==> src/rtl/inst_fetch_queue_pkg.sv <==
// Shared fetch-path constants: bus widths, boot vector and sequential PC step.
package inst_fetch_queue_pkg;
   localparam int          IFQ_DATA_W   = 32;
   localparam int          IFQ_ADDR_W   = 32;
   localparam logic [31:0] IFQ_RESET_PC = 32'hBFC0_0000;
   localparam int          IFQ_PC_INC   = 4;
endpackage

==> src/rtl/inst_fetch_queue_fetch_fifo.sv <==
// Instruction queue storage: circular buffer with pointers and occupancy count.
module fetch_fifo #(
   parameter int WIDTH = 64,
   parameter int DEPTH = 4
) (
   input  logic                     clk,
   input  logic                     rst_n,
   input  logic                     clear_i,
   input  logic                     push_i,
   input  logic                     pop_i,
   input  logic [WIDTH-1:0]         wdata_i,
   output logic [WIDTH-1:0]         rdata_o,
   output logic                     valid_o,
   output logic [$clog2(DEPTH):0]   count_o
);
   localparam int PW = $clog2(DEPTH);
   localparam int CW = PW + 1;

   logic [WIDTH-1:0] mem_q [DEPTH];
   logic [PW-1:0]    wptr_q, rptr_q;
   logic [CW-1:0]    count_q;
   logic             push, pop;

   assign valid_o = (count_q != '0);
   assign push    = push_i & (count_q != CW'(DEPTH));
   assign pop     = pop_i & valid_o;
   assign count_o = count_q;
   // Head is read straight from storage; zeroed when empty so stale entries never leak.
   assign rdata_o = valid_o ? mem_q[rptr_q] : '0;

   always_ff @(posedge clk or negedge rst_n) begin
      if (!rst_n) begin
         wptr_q  <= '0;
         rptr_q  <= '0;
         count_q <= '0;
      end else if (clear_i) begin
         wptr_q  <= '0;
         rptr_q  <= '0;
         count_q <= '0;
      end else begin
         if (push) wptr_q <= wptr_q + 1'b1;
         if (pop)  rptr_q <= rptr_q + 1'b1;
         count_q <= count_q + CW'(push) - CW'(pop);
      end
   end

   always_ff @(posedge clk) begin
      if (push && !clear_i) mem_q[wptr_q] <= wdata_i;
   end
endmodule

==> src/rtl/inst_fetch_queue.sv <==
// Instruction fetch sequencer: issues sequential fetches, tracks in-flight PCs,
// discards responses belonging to requests issued before a redirect.
module inst_fetch_queue
   import inst_fetch_queue_pkg::*;
#(
   parameter int                DATA_W   = IFQ_DATA_W,
   parameter int                ADDR_W   = IFQ_ADDR_W,
   parameter int                DEPTH    = 4,
   parameter logic [ADDR_W-1:0] RESET_PC = ADDR_W'(IFQ_RESET_PC)
) (
   input  logic                   clk,
   input  logic                   rst,
   output logic                   ibus_en,
   output logic [ADDR_W-1:0]      ibus_addr,
   input  logic                   ibus_ready,
   input  logic                   ibus_rvalid,
   input  logic [DATA_W-1:0]      ibus_rdata,
   output logic                   out_valid,
   output logic [ADDR_W-1:0]      out_pc,
   output logic [DATA_W-1:0]      out_inst,
   input  logic                   out_ready,
   input  logic                   flush,
   input  logic [ADDR_W-1:0]      flush_pc,
   output logic [$clog2(DEPTH):0] count
);
   localparam int PW = $clog2(DEPTH);
   localparam int CW = PW + 1;

   logic [ADDR_W-1:0]        fpc_q, fpc_d;
   logic [CW-1:0]            outst_q, outst_d;
   logic [CW-1:0]            disc_q, disc_d;
   logic [ADDR_W-1:0]        pcq_q [DEPTH];
   logic [PW-1:0]            pcq_wp_q, pcq_rp_q;
   logic [CW:0]              occ;
   logic                     accept, push, pop;
   logic [ADDR_W+DATA_W-1:0] head;

   // Queue slots are reserved at request time, so a response always has room.
   assign occ       = {1'b0, count} + {1'b0, outst_q};
   assign ibus_en   = rst & ~flush & (occ < (CW+1)'(DEPTH));
   assign ibus_addr = fpc_q;
   assign accept    = ibus_en & ibus_ready;
   assign push      = ibus_rvalid & (disc_q == '0) & ~flush;
   assign pop       = out_valid & out_ready & ~flush;

   always_comb begin
      fpc_d   = fpc_q;
      outst_d = outst_q + CW'(accept) - CW'(ibus_rvalid);
      disc_d  = disc_q;
      if (flush)                          fpc_d = flush_pc;
      else if (accept)                    fpc_d = fpc_q + ADDR_W'(IFQ_PC_INC);
      // Everything still in flight after this cycle belongs to the old path.
      if (flush)                          disc_d = outst_d;
      else if (ibus_rvalid && disc_q != '0) disc_d = disc_q - 1'b1;
   end

   always_ff @(posedge clk or negedge rst) begin
      if (!rst) begin
         fpc_q    <= RESET_PC;
         outst_q  <= '0;
         disc_q   <= '0;
         pcq_wp_q <= '0;
         pcq_rp_q <= '0;
      end else begin
         fpc_q   <= fpc_d;
         outst_q <= outst_d;
         disc_q  <= disc_d;
         // PC pipeline stays aligned with the bus across flushes; dropped responses still retire their slot.
         if (accept)      pcq_wp_q <= pcq_wp_q + 1'b1;
         if (ibus_rvalid) pcq_rp_q <= pcq_rp_q + 1'b1;
      end
   end

   always_ff @(posedge clk) begin
      if (accept) pcq_q[pcq_wp_q] <= fpc_q;
   end

   fetch_fifo #(
      .WIDTH (ADDR_W + DATA_W),
      .DEPTH (DEPTH)
   ) u_fifo (
      .clk     (clk),
      .rst_n   (rst),
      .clear_i (flush),
      .push_i  (push),
      .pop_i   (pop),
      .wdata_i ({pcq_q[pcq_rp_q], ibus_rdata}),
      .rdata_o (head),
      .valid_o (out_valid),
      .count_o (count)
   );

   assign out_pc   = head[ADDR_W+DATA_W-1:DATA_W];
   assign out_inst = head[DATA_W-1:0];

`ifndef SYNTHESIS
   always @(posedge clk) begin
      if (rst && ibus_rvalid)
         assert (outst_q != '0) else $error("ibus_rvalid with no outstanding request");
   end
`endif
endmodule

==> config.mk <==
export PLATFORM = sky130hd
export DESIGN_NAME = inst_fetch_queue
export DESIGN_NICKNAME = d
export VERILOG_FILES = /design/src/rtl/inst_fetch_queue_pkg.sv /design/src/rtl/inst_fetch_queue_fetch_fifo.sv /design/src/rtl/inst_fetch_queue.sv
export SDC_FILE = /design/constraint.sdc
export NUM_CORES = 1
export LEC_CHECK = 0
export ABC_AREA = 0
export BUFFER_PORTS_ARGS = -buffer_cell sky130_fd_sc_hd__buf_2
export CAP_MARGIN = 15
export CORE_MARGIN = 2
export CORE_UTILIZATION = 59
export CTS_CLUSTER_SIZE = 20
export DETAILED_ROUTE_END_ITERATION = 10
export PLACE_DENSITY = 0.8
export SKIP_LAST_GASP = 1
export SLEW_MARGIN = 40
export SYNTH_ARGS = -nofsm -noshare
export SYNTH_HDL_FRONTEND = slang
export SYNTH_SLANG_ARGS = --single-unit
==> constraint.sdc <==
create_clock -name clk -period 4 [get_ports clk]
set_input_delay 0.6 -clock clk [delete_from_list [all_inputs] [get_ports clk]]
set_output_delay 0.6 -clock clk [all_outputs]
set_load 0.01 [all_outputs]
### Word level (Yosys, flattened, before mapping)

Memory sizes are Yosys's and may differ from the RTL's.
Index checks and enable logic that the tools add are counted.

| storage, ports and cells | value |
|---|---|
| bits in registers | 49 |
| latch bits | 0 |
| memory bits (writable) | 384 |
| bits in read-only memories | 0 |
| bits of input ports | 70 |
| output and inout bits | 101 |
| word-level logic and storage cells | 57 |
| memories | 2 |

| cells by class | value |
|---|---|
| add/sub/neg operators | 11 |
| multipliers | 0 |
| div/mod/pow operators | 0 |
| order comparisons | 1 |
| eq/ne operators | 1 |
| shift operators | 0 |
| mux-type cells | 14 |
| bitwise gates (word level) | 10 |
| reduce and logical (&&, ||, !) cells | 10 |

Memory list:

| name | depth | bits a word | read ports | clocked after Yosys merged registers in | wr ports | line | RTL |
|---|---|---|---|---|---|---|---|
| u_fifo.mem_q | 4 | 64 | 1 | 0 | 1 | inst_fetch_queue_fetch_fifo.sv:19 | `logic [WIDTH-1:0] mem_q [DEPTH];` |
| pcq_q | 4 | 32 | 1 | 0 | 1 | inst_fetch_queue.sv:32 | `logic [ADDR_W-1:0] pcq_q [DEPTH];` |

Operators with widths:

| operator | number |
|---|---|
| $mux W32 | 2 |
| $mux W64 | 1 |
| $add A32 B3 Y32 const B | 1 |
| $and A1 B1 Y1 | 9 |
| $mux W3 | 3 |
| $add A2 B1 Y2 const B | 4 |
| $mux W2 | 4 |
| $reduce_bool A2 Y1 | 4 |
| $add A3 B1 Y3 | 2 |
| $reduce_bool A3 Y1 | 2 |
| $sub A3 B1 Y3 | 2 |
| $add A3 B3 Y4 | 1 |
| $lt A4 B3 Y1 const B | 1 |
| $mux W1 | 4 |
| $logic_not A3 Y1 | 1 |
| $ne A3 B3 Y1 const B | 1 |
| $sub A3 B1 Y3 const B | 1 |
| $logic_and A1 B1 Y1 | 2 |
| $logic_not A1 Y1 | 1 |
| $not A1 Y1 | 1 |

### Longest topological paths before layout

| logic depth | value |
|---|---|
| depth in word-level cells | 7 |
| gate-level depth with buffers | 12 |
| gate-level depth less buffers | 11 |

### Cells and area by module

A second synthesis with hierarchy kept.

| unflattened totals | value |
|---|---|
| cells, all modules | 905 |
| area, all modules | 17291.6 um^2 |

Modules (own cells, without submodules):

| module | times used | cells an instance | area each (um^2) | seq. area each (um^2) |
|---|---|---|---|---|
| fetch_fifo | 1 | 452 | 10114.7 | 7862.5 |
| inst_fetch_queue | 1 | 453 | 7176.9 | 4906.0 |

### Worst setup path after synthesis

No wires, ideal clock.

| path | value |
|---|---|
| path type | reg-to-reg |
| from | register u_fifo.count_q[2] (netlist: u_fifo.count_o[2]) |
| to | memory pcq_q[0][0] in the netlist's numbering (enable) |
| library setup time | 392 ps |
| arrival time | 2982 ps |
| required time | 3608 ps |
| path slack | 625 ps |
| cell stages (with the launch flop) | 7 |
| path buffers | 2 |
| clock period less this slack | 3375 ps |
| cells stage by stage | dfrtp_1 ha_1 or4b_4 nor4b_4 clkbuf_1 buf_2 and2_1 |

| between the ends | value |
|---|---|
| cells in the longest elaborated chain, start to end | 6 |

RTL lines:

| what | line | RTL |
|---|---|---|
| start, declared | inst_fetch_queue_fetch_fifo.sv:21 | `logic [CW-1:0] count_q;` |
| start signal, assigned | inst_fetch_queue_fetch_fifo.sv:43 | `count_q <= count_q + CW'(push) - CW'(pop);` |
| $add A3 B3 Y4 | inst_fetch_queue.sv:39 | `assign occ = {1'b0, count} + {1'b0, outst_q};` |
| $lt A4 B3 Y1 | inst_fetch_queue.sv:40 | `assign ibus_en = rst & ~flush & (occ < (CW+1)'(DEPTH));` |
| $and A1 B1 Y1 | inst_fetch_queue.sv:40 |  |
| $and A1 B1 Y1 | inst_fetch_queue.sv:42 | `assign accept = ibus_en & ibus_ready;` |
| $mux W1 | inst_fetch_queue.sv:75 | `if (accept) pcq_q[pcq_wp_q] <= fpc_q;` |
| $mux W1 (implied by the code) | inst_fetch_queue.sv:75 |  |
| end, declared | inst_fetch_queue.sv:32 |  |

Every way passes these cells.

### Worst setup path in the final report

| path | value |
|---|---|
| from | register u_fifo.rptr_q[0] |
| to | output out_inst[2] |

| between the ends | value |
|---|---|
| cells in the longest elaborated chain, start to end | 2 |

RTL lines:

| what | line | RTL |
|---|---|---|
| start, declared | inst_fetch_queue_fetch_fifo.sv:20 | `logic [PW-1:0] wptr_q, rptr_q;` |
| start signal, assigned | inst_fetch_queue_fetch_fifo.sv:42 | `if (pop) rptr_q <= rptr_q + 1'b1;` |
| $mem_v2 Z4 W64 | n/a |  |
| $mux W64 | inst_fetch_queue_fetch_fifo.sv:29 | `assign rdata_o = valid_o ? mem_q[rptr_q] : '0;` |
| end, declared | inst_fetch_queue.sv:20 | `output logic [DATA_W-1:0] out_inst,` |

Every way passes these cells.

==> flow_summary.json <==
{
  "status": "complete, no violations",
  "vias": 9032,
  "nNetsFinal": 1167,
  "synth_warnings": 0,
  "power.leakage_nw": 6.94,
  "area_delta_synth_final_pct": 15.9,
  "fin_skew_ps": 19.9,
  "dr.pass1.iters": 6,
  "critPathBufInv": 2,
  "initial_core_util_pct": 59.8,
  "fin_tns_setup_ps": 0,
  "critical_path.top_delay_family": "flip-flops",
  "seq_area_frac_synth_pct": 74.6,
  "synthSimpleGateAreaFrac_pct": 6.18,
  "grt_pass1_vias": 9132,
  "grt_pass1_wl_microns": 53800,
  "finalWorstPathRequiredPeriod_ps": 3230,
  "dieArea_sq_mm": 0.0304,
  "cp-start-kind": "flip-flop",
  "hold_viol_final": 0,
  "rows": 62,
  "wl_per_cell_microns": 23.5,
  "io_buffers": 170,
  "netlist_area_sq_mm": 0.0171,
  "synth-edff-count": 384,
  "power_density_mw_per_mm2": 637,
  "cts_root_buf": "clkbuf_16",
  "ctsResizeCount": 0,
  "path_class": "flip-flop to primary output",
  "rsz0062_at_grt": "no",
  "fillCellCount": 1751,
  "place_inst": 1419,
  "htree_levels": 2,
  "tightestPinTransition_ps": 714,
  "antenna_found_initial": 1,
  "syn-num-nets": 978,
  "synth_xor_area_share_pct": 0.870,
  "placed_area_sq_mm": 0.0185,
  "hpwl_microns": 21100,
  "synth_top_family_by_area": "multiplexers",
  "power.total_w": 0.0126,
  "wl_microns": 35100,
  "syn_area_per_cell_sq_um": 19.3,
  "coreArea_sq_mm": 0.0286,
  "ys_async_sr_fraction_pct": 11.3,
  "synth_fa_ha_area_share_pct": 1.48,
  "fin_cells": 1495,
  "io_pins": 171,
  "fmax_mhz": 310,
  "grt_usage_pct": 23.5,
  "clock-sinks": 433,
  "hold_buffers": 0,
  "ir_drop_v": 0.000377,
  "crit_required_ps": 3400,
  "cp_cell_sequence": "buf_12, mux4_2, and2_1, buf_2",
  "fp.dieW_microns": 174,
  "synth_compound_area_share_pct": 2.53,
  "drc_errors": 0,
  "slew_headroom_pct": 52.4,
  "die_h_microns": 174,
  "cp_slowest_cell": "dfrtp_4",
  "clk_latency_ps": 530,
  "synth.distinct_cells": 46,
  "slew_viol_final": 0,
  "cp-startpoint": "u_fifo.rptr_q[0]$_DFFE_PN0P_",
  "max_cap_viol_count": 0,
  "grt_max_degree": 67,
  "gp_congestion": 0.826,
  "syn_inst": 889,
  "holdCritPathClass": "primary input to asynchronous set/reset pin",
  "cts_made_buffers": 41,
  "synth_mux_area_share_pct": 12.9,
  "setup_viol": 0,
  "grt_overflow": 0,
  "ant_nets": 0,
  "critPathMaxFanout": 39,
  "ys.flop_type": "edfxtp_1",
  "finalCritPeriodShare_pct": 80.7,
  "design_area_sq_mm": 0.0198,
  "clkTransAtPathRegs_ps": 60,
  "synth-seq-cells": 433,
  "max_stage_delay_ps": 800,
  "timing.rr.start": "u_fifo.count_o[2]$_DFF_PN0_",
  "cts_max_path_buffers": 3,
  "post-cts-setup-buffers": 0,
  "critPathArrivalTime_ps": 2630,
  "drive_gt1_share_pct": 33.2,
  "cts_tree": "built",
  "critPathCaptureType": "primary output",
  "drt-vias-per-instance": 6.04,
  "first_iter_violations": 927
}
-- final timing paths --
kind	endpoint	slack [ps]	depth (start not counted)
min in group clk	ibus_addr[13]$_DFFE_PN0N_	280	3
max reg2reg	disc_q[2]$_DFFE_PN0P_	820	11
max	out_inst[2]	770	4
max in group asynchronous	u_fifo.rptr_q[0]$_DFFE_PN0P_	3230	2
min	ibus_addr[20]$_DFFE_PN0N_	240	2
min reg2reg	outst_q[0]$_DFF_PN0_	560	1
-- routing by layer --
| metal | GRT usage (%) | part of all wire [%] |
|---|---|---|
| met1 | 34.3 | 41 |
| met2 | 37.7 | 49 |
| met3 | 3.85 | 8.1 |
| met4 | 6.48 | 1.9 |
| met5 | 0 | 0 |
-- flip-flops by register name (all words and copies together) (netlist names) --
signal          flops
u_fifo.count_o      3
disc_q              3
pcq_wp_q            2
u_fifo.mem_q      256
u_fifo.wptr_q       2
pcq_q             128
u_fifo.rptr_q       2
pcq_rp_q            2
outst_q             3
ibus_addr          32
-- per-stage QoR --
stage	hold WS [ps]	worst slack [ps]	util (%)
CTS	248	703	69.3
finish	237	771	69.3
global route	273	586	69.3
detailed placement	544	818	64.8
global placement	533	890	64.8
floorplan	304	625	-
-- worst reg2reg max path, cell delays in order (launching register included) --
cell	delay, ps
dfrtp_1	440
ha_1	320
or4b_4	540
nor4b_4	270
inv_2	230
ha_1	340
inv_1	40
ha_1	180
fa_1	380
xnor2_1	200
nand2_1	70
o21ai_0	100
-- Yosys cell counts (all sizes together) (10+ instances only) --
cell type / n / area share, %
and2: 75 / 2.7
buf: 12 / 0.30
clkbuf: 32 / 0.70
dfrtp: 40 / 5.8
edfxtp: 384 / 67
ha: 17 / 1.2
inv: 17 / 0.37
mux4: 96 / 13
nand2: 43 / 0.94
nand3: 18 / 0.53
nor2: 17 / 0.37
o21ai: 27 / 0.79
xor2: 10 / 0.51
-- where the power goes --
| part | leakage [nW] | switching, W | total (W) | internal (W) |
|---|---|---|---|---|
| Sequential | 4.05 | 0.000366 | 0.00582 | 0.00545 |
| Combinational | 2.26 | 0.00167 | 0.00310 | 0.00143 |
| Clock | 0.635 | 0.00157 | 0.00372 | 0.00215 |
-- area by class of cell --
| type | instances | area (sq um) | area share (%) |
|---|---|---|---|
| Sequential cell | 433 | 12800 | 64.4 |
| Multi-Input combinational cell | 394 | 4120 | 20.8 |
| Clock buffer | 51 | 1100 | 5.56 |
| Timing Repair Buffer | 190 | 1100 | 5.55 |
| Tap cell | 384 | 480 | 2.42 |
| Clock inverter | 24 | 190 | 0.959 |
| Inverter | 18 | 67.6 | 0.341 |
| Antenna cell | 1 | 2.50 | 0.0126 |
-- cells by family after synthesis --
logic type | after synthesis
and+or+nand+nor | 191
AOI/OAI and AO/OA | 66
adders and majority gates | 19
buffers and inverters | 62
muxes | 101
DFF | 433
xor gates and xnor gates | 17
-- cell usage in the layout (no fill, tap or decap), types with 6 or more instances in the layout --
| master | n |
|---|---|
| dfrtp_1 | 37 |
| inv_1 | 16 |
| a31oi_1 | 6 |
| nand3_1 | 18 |
| and2_1 | 71 |
| dfstp_2 | 9 |
| buf_12 | 8 |
| o311ai_0 | 6 |
| buf_4 | 12 |
| a21oi_1 | 7 |
| xnor2_1 | 7 |
| nand2_1 | 43 |
| nor3_1 | 6 |
| ha_1 | 17 |
| clkbuf_1 | 6 |
| and3_1 | 6 |
| buf_2 | 170 |
| nand4_1 | 8 |
| o21ai_0 | 26 |
| clkinv_2 | 6 |
| edfxtp_1 | 384 |
| clkinv_1 | 13 |
| o211ai_1 | 8 |
| xor2_1 | 10 |
| mux4_2 | 96 |
| nor2_1 | 16 |
| clkbuf_16 | 41 |
Power figures use the tool's default switching activity.
